[config.mk]
export PLATFORM = sky130hd
export DESIGN_NAME = alu_arbiter
export DESIGN_NICKNAME = d
export VERILOG_FILES = /design/src/rtl/alu_pkg.sv /design/src/rtl/rr_arb2.sv /design/src/rtl/alu_arbiter.sv
export SDC_FILE = /design/constraint.sdc
export NUM_CORES = 1
export LEC_CHECK = 0
export ABC_AREA = 1
export ABC_CLOCK_PERIOD_IN_PS = 5400
export CORE_MARGIN = 1
export CORE_UTILIZATION = 40
export DETAILED_ROUTE_END_ITERATION = 8
export GPL_ROUTABILITY_DRIVEN = 0
export GPL_TIMING_DRIVEN = 0
export PLACE_DENSITY = 0.81
export SETUP_SLACK_MARGIN = 0.02
export SKIP_CTS_REPAIR_TIMING = 1
export SLEW_MARGIN = 20
export SYNTH_ARGS = -nofsm -noshare
export SYNTH_HDL_FRONTEND = slang
export SYNTH_HIERARCHICAL = 1
export SYNTH_SLANG_ARGS = --single-unit
export TNS_END_PERCENT = 1
[constraint.sdc]
create_clock -name clk -period 5.4 [get_ports clk]
set_input_delay 1.08 -clock clk [delete_from_list [all_inputs] [get_ports clk]]
set_output_delay 1.08 -clock clk [all_outputs]
set_load 0.005 [all_outputs]
[src/rtl/alu_pkg.sv]
// alu_pkg: opcode map, legality check and FSM encoding
// shared by the ALU arbiter slice
package alu_pkg;

  localparam int unsigned OP_ARITH_LO = 1;
  localparam int unsigned OP_ARITH_HI = 5;
  localparam int unsigned OP_SHIFT_LO = 8;
  localparam int unsigned OP_SHIFT_HI = 16;
  localparam int unsigned OP_MUL_LO   = 24;
  localparam int unsigned OP_MUL_HI   = 27;

  typedef enum logic [1:0] {
    ST_IDLE  = 2'd0,
    ST_ISSUE = 2'd1,
    ST_WAIT  = 2'd2,
    ST_RESP  = 2'd3
  } state_e;

  function automatic logic op_legal(input logic [31:0] op);
    logic ok;
    ok = 1'b0;
    unique case (1'b1)
      (op >= OP_ARITH_LO && op <= OP_ARITH_HI): ok = 1'b1;
      (op >= OP_SHIFT_LO && op <= OP_SHIFT_HI): ok = 1'b1;
      (op >= OP_MUL_LO && op <= OP_MUL_HI):     ok = 1'b1;
      default:                                  ok = 1'b0;
    endcase
    return ok;
  endfunction

endpackage

[src/rtl/rr_arb2.sv]
// rr_arb2: two-way round-robin grant; priority
// moves to the other requester when a service completes
module rr_arb2 (
  input  logic clk,
  input  logic rst,
  input  logic req0_i,
  input  logic req1_i,
  input  logic upd_i,
  input  logic upd_id_i,
  output logic gnt0_o,
  output logic gnt1_o
);

  logic prio_q;
  logic prio_d;

  // favour the requester that was not served last
  always_comb begin
    prio_d = prio_q;
    if (upd_i) prio_d = ~upd_id_i;
  end

  // priority register, req0 favoured out of reset
  always_ff @(posedge clk or posedge rst) begin
    if (rst) prio_q <= 1'b0;
    else     prio_q <= prio_d;
  end

  // lone requester wins, ties go to the favoured one
  always_comb begin
    gnt0_o = req0_i & (~req1_i | ~prio_q);
    gnt1_o = req1_i & (~req0_i | prio_q);
  end

endmodule

[src/rtl/alu_arbiter.sv]
// alu_arbiter: serves two requesters one ALU op at a
// time with round-robin grant and a response timeout
module alu_arbiter
  import alu_pkg::*;
#(
  parameter int WIDTH   = 32,
  parameter int OP_W    = 5,
  parameter int TIMEOUT = 8
) (
  input  logic             clk,
  input  logic             rst,
  input  logic             req0_valid,
  input  logic             req1_valid,
  output logic             req0_ready,
  output logic             req1_ready,
  input  logic [OP_W-1:0]  req0_op,
  input  logic [OP_W-1:0]  req1_op,
  input  logic [WIDTH-1:0] req0_a,
  input  logic [WIDTH-1:0] req0_b,
  input  logic [WIDTH-1:0] req1_a,
  input  logic [WIDTH-1:0] req1_b,
  output logic             rsp0_valid,
  output logic             rsp1_valid,
  input  logic             rsp0_ready,
  input  logic             rsp1_ready,
  output logic [WIDTH-1:0] rsp_data,
  output logic             rsp_err,
  output logic             alu_en,
  output logic [OP_W-1:0]  alu_op,
  output logic [WIDTH-1:0] alu_a,
  output logic [WIDTH-1:0] alu_b,
  input  logic [WIDTH-1:0] alu_data,
  input  logic             alu_valid
);

  localparam logic [7:0] CNT_LAST = 8'(TIMEOUT - 1);

  state_e           st_q, st_d;
  logic             own_q, own_d;
  logic [OP_W-1:0]  op_q, op_d;
  logic [WIDTH-1:0] a_q, a_d;
  logic [WIDTH-1:0] b_q, b_d;
  logic [WIDTH-1:0] data_q, data_d;
  logic             err_q, err_d;
  logic [7:0]       cnt_q, cnt_d;

  logic             gnt0, gnt1;
  logic             in_idle;
  logic             acc0, acc1, acc;
  logic             rsp_take;
  logic [OP_W-1:0]  acc_op;

  assign in_idle  = (st_q == ST_IDLE);
  assign acc0     = req0_valid & req0_ready;
  assign acc1     = req1_valid & req1_ready;
  assign acc      = acc0 | acc1;
  assign acc_op   = acc1 ? req1_op : req0_op;
  assign rsp_take = (st_q == ST_RESP) &
                    (own_q ? rsp1_ready : rsp0_ready);

  rr_arb2 u_arb (
    .clk      (clk),
    .rst      (rst),
    .req0_i   (req0_valid),
    .req1_i   (req1_valid),
    .upd_i    (rsp_take),
    .upd_id_i (own_q),
    .gnt0_o   (gnt0),
    .gnt1_o   (gnt1)
  );

  assign req0_ready = in_idle & gnt0;
  assign req1_ready = in_idle & gnt1;

  assign alu_en = (st_q == ST_ISSUE);
  assign alu_op = op_q;
  assign alu_a  = a_q;
  assign alu_b  = b_q;

  assign rsp0_valid = (st_q == ST_RESP) & ~own_q;
  assign rsp1_valid = (st_q == ST_RESP) & own_q;
  assign rsp_data   = data_q;
  assign rsp_err    = err_q;

  // next state, captured request and response
  always_comb begin
    st_d   = st_q;
    own_d  = own_q;
    op_d   = op_q;
    a_d    = a_q;
    b_d    = b_q;
    data_d = data_q;
    err_d  = err_q;
    cnt_d  = cnt_q;
    unique case (st_q)
      ST_IDLE: begin
        if (acc) begin
          own_d = acc1;
          op_d  = acc_op;
          a_d   = acc1 ? req1_a : req0_a;
          b_d   = acc1 ? req1_b : req0_b;
          if (op_legal(32'(acc_op))) begin
            st_d = ST_ISSUE;
          end else begin
            st_d   = ST_RESP;
            data_d = '0;
            err_d  = 1'b1;
          end
        end
      end
      ST_ISSUE: begin
        cnt_d = '0;
        st_d  = ST_WAIT;
      end
      ST_WAIT: begin
        cnt_d = cnt_q + 8'd1;
        if (alu_valid) begin
          data_d = alu_data;
          err_d  = 1'b0;
          st_d   = ST_RESP;
        end else if (cnt_q == CNT_LAST) begin
          data_d = '0;
          err_d  = 1'b1;
          st_d   = ST_RESP;
        end
      end
      ST_RESP: begin
        if (rsp_take) st_d = ST_IDLE;
      end
      default: st_d = ST_IDLE;
    endcase
  end

  // state and datapath registers
  always_ff @(posedge clk or posedge rst) begin
    if (rst) begin
      st_q   <= ST_IDLE;
      own_q  <= 1'b0;
      op_q   <= '0;
      a_q    <= '0;
      b_q    <= '0;
      data_q <= '0;
      err_q  <= 1'b0;
      cnt_q  <= '0;
    end else begin
      st_q   <= st_d;
      own_q  <= own_d;
      op_q   <= op_d;
      a_q    <= a_d;
      b_q    <= b_d;
      data_q <= data_d;
      err_q  <= err_d;
      cnt_q  <= cnt_d;
    end
  end

endmodule

==> impl_metrics.toml <==
[clock_network]
insertion_delay_ps = 410
tritoncts = "built"
clockBufferDepth = 2
cts_max_level = 4
clock-sinks = 114
clockRootBuffer = "clkbuf_16"
path_clk_slew_ps = 50
numCtsBuffers = 17

[sta]
tightest_slew_ps = 512
hold_slack_ps = 469
clock.fmax_ghz = 0.267
fin_crit_ps = 3750
finalSetupViolCount = 0
rsz0062_at_grt = "no"
max_slew_margin_pct = 65.9
post-route-period-util_pct = 69.4
drv_slew = 0
hold_viol_final = 0
skew_ps = 4.93

[floorplanning]
rows = 42
dieArea_um2 = 14300
core_um2 = 13300
ios = 284
die_w_um = 120
die_height_um = 120
floorplan.initialDensity_pct = 41.4

[yosys]
yosysSeqAreaShare_pct = 51.6
ys_ff_latch = 114
ys_top_cells_by_area = "dfrtp_1 (52%), nand2_1 (16%), nor2_1 (7.5%), a31oi_1 (7.2%), inv_1 (3.9%)"
synth_warnings = 6
yosysTopAreaCell = "dfrtp_1"
synth_top_area_share_pct = 51.6
synth_flop_cell = "dfrtp_1"
ys_async_sr_fraction_pct = 100
avgSynthCellArea_um2 = 7.70
synth_edf_count = 0
synth.distinct_cells = 27
syn_inst = 718
mappedNetlistArea_um2 = 5530
syn-num-nets = 901

[pwr]
p_total_uw = 4660
cellPowerDensity_nw_per_um2 = 508
ir_drop_mv = 0.267
p_leak_uw = 0.00423

[drt]
first_pass_iters = 5
vias = 5997
ant_nets = 0
wire_per_inst_um = 15.5
finalWirelength_mm = 18.8
avgViaCountPerCell = 4.96
drc_errors = 0
dr.first_iter.drc_count = 344

[setup_path]
critPathKind = "in2out"
crit_start = "req1_valid"
endpoint_kind = "output pin"
crit_arrival_ps = 2670
rr_startpoint = "st_q[1]$_DFFE_PP0P_"
critPathMaxFanout = 10
worstSetupStartpointType = "input pin"
cp_data_required_time_ps = 4320

[placement]
placed_cells = 1178
io_buffers = 283
dp_hpwl_mm = 14.1

[finish]
synthToLayoutAreaGrowth_pct = 65.9
fillers = 1140
num_antenna_cells = 0
final_util_pct = 68.8
nNetsFinal = 1204
drive_above_1_share_pct = 4.74
final_cells = 1209

[run]
drv_cap = 0

[worst_hold_path]
hp-class = "reg2reg"
min_from = "rsp_data[2]$_DFFE_PP0P_"

[global_routing]
grt_busiest_layer = "met2"
grt_pass1_vias = 5893
met3_usage_pct = 9.36
grt_use_total_pct = 26.8
grt_max_degree = 69
globalRouteMet2Util_pct = 45.6
grt_overflow = 0
antenna_found_initial = 0
grt_pass1_wl_mm = 29.4
grtUsageMet1_pct = 30.3

[status]
outcome = "finished, final reports clean"
## per-layer routing
metal	part of all wire, %	wire length, um	up-vias
met5	0	0	-
met4	3.0	571	0
met3	9.0	1690	45
met2	49	9270	270
met1	39	7250	2777
li1	-	-	2905
## cells in the mapped netlist, types with 2 or more instances
cell type and count:
nor3_1 3, buf_2 9, o21ai_0 10, clkbuf_1 20, buf_1 9, nand3_1 40, inv_1 57, a31oi_1 64
ha_1 6, dfrtp_1 114, buf_6 3, nor3b_1 4, nor2_1 110, a21oi_1 8, buf_4 2, nand4_1 6
nand2_1 243
## worst max-delay path, stage by stage
cell	delay, ps
clkdlybuf4s50_1	650
nand2_1	100
nand2_1	180
nand2_1	100
inv_1	60
clkdlybuf4s50_1	490
## where the power goes
| group | switching (uW) | internal (uW) |
|---|---|---|
| clock network | 369 | 689 |
| logic | 1000 | 1120 |
| registers | 233 | 1250 |
## sequential cells by signal, indices dropped and copies added, names as in the netlist
| name | count |
|---|---|
| alu_a | 32 |
| alu_b | 32 |
| rsp_data | 32 |
| cnt_q | 8 |
| alu_op | 5 |
| st_q | 2 |
| own_q | 1 |
| rsp_err | 1 |
| u_arb/prio_q | 1 |
## metrics by stage
stage | cell area, um2 | worst slack [ps] | TNS (ps)
floorplan | 5530 | 1330 | 0
global placement | 8580 | -486 | -54300
detailed placement | 8620 | 1660 | 0
CTS | 9180 | 1660 | 0
global route | 9180 | 1570 | 0
finish | 9180 | 1650 | 0
## cell families (layout without fill, tap and decap cells)
logic type	Yosys count	after routing	synth area share, %
muxes	1	1	0.181
DFF	114	114	51.6
and+or+nand+nor	410	410	29.9
buffers and inverters	101	416	7.60
AOI/OAI and AO/OA	86	86	9.41
adders and majority gates	6	6	1.36
## path summary, 6_finish.rpt
path | to | slack [ps] | cells past startpoint
hold / removal | rsp_data[2]$_DFFE_PP0P_ | 470 | 2
setup / recovery | req1_ready | 1650 | 6
min in group asynchronous | u_arb/prio_q$_DFFE_PP0P_ | 940 | 2
setup reg to reg | alu_b[8]$_DFFE_PP0P_ | 3070 | 10
hold reg to reg | rsp_data[2]$_DFFE_PP0P_ | 470 | 2
max in group asynchronous | alu_a[5]$_DFFE_PP0P_ | 3610 | 3
## cell type report
class,count,area [um2],share of cell area (%)
sequential,114,2850,31.1
buffer,43,203,2.21
inverter,58,223,2.43
tap,176,220,2.40
clock inverter,4,47.5,0.518
multi-input combinational,503,2260,24.6
clock buffer,27,513,5.59
timing repair buffer,284,2860,31.2
## layout by cell type (no fill, tap or decap), drive strengths merged
cell type and n:
nor3b 4, buf 24, mux2i 1, ha 6, clkdlybuf4s50 283, a31oi 64
a21oi 9, nand2 245, bufinv 1, clkinv 2, o21ai 12, o21a 1
clkbuf 47, clkinvlp 1, nand4 6, inv 58, nand3 42, dfrtp 114
nor2 110, nor3 3
Power figures use the tool's default switching activity.
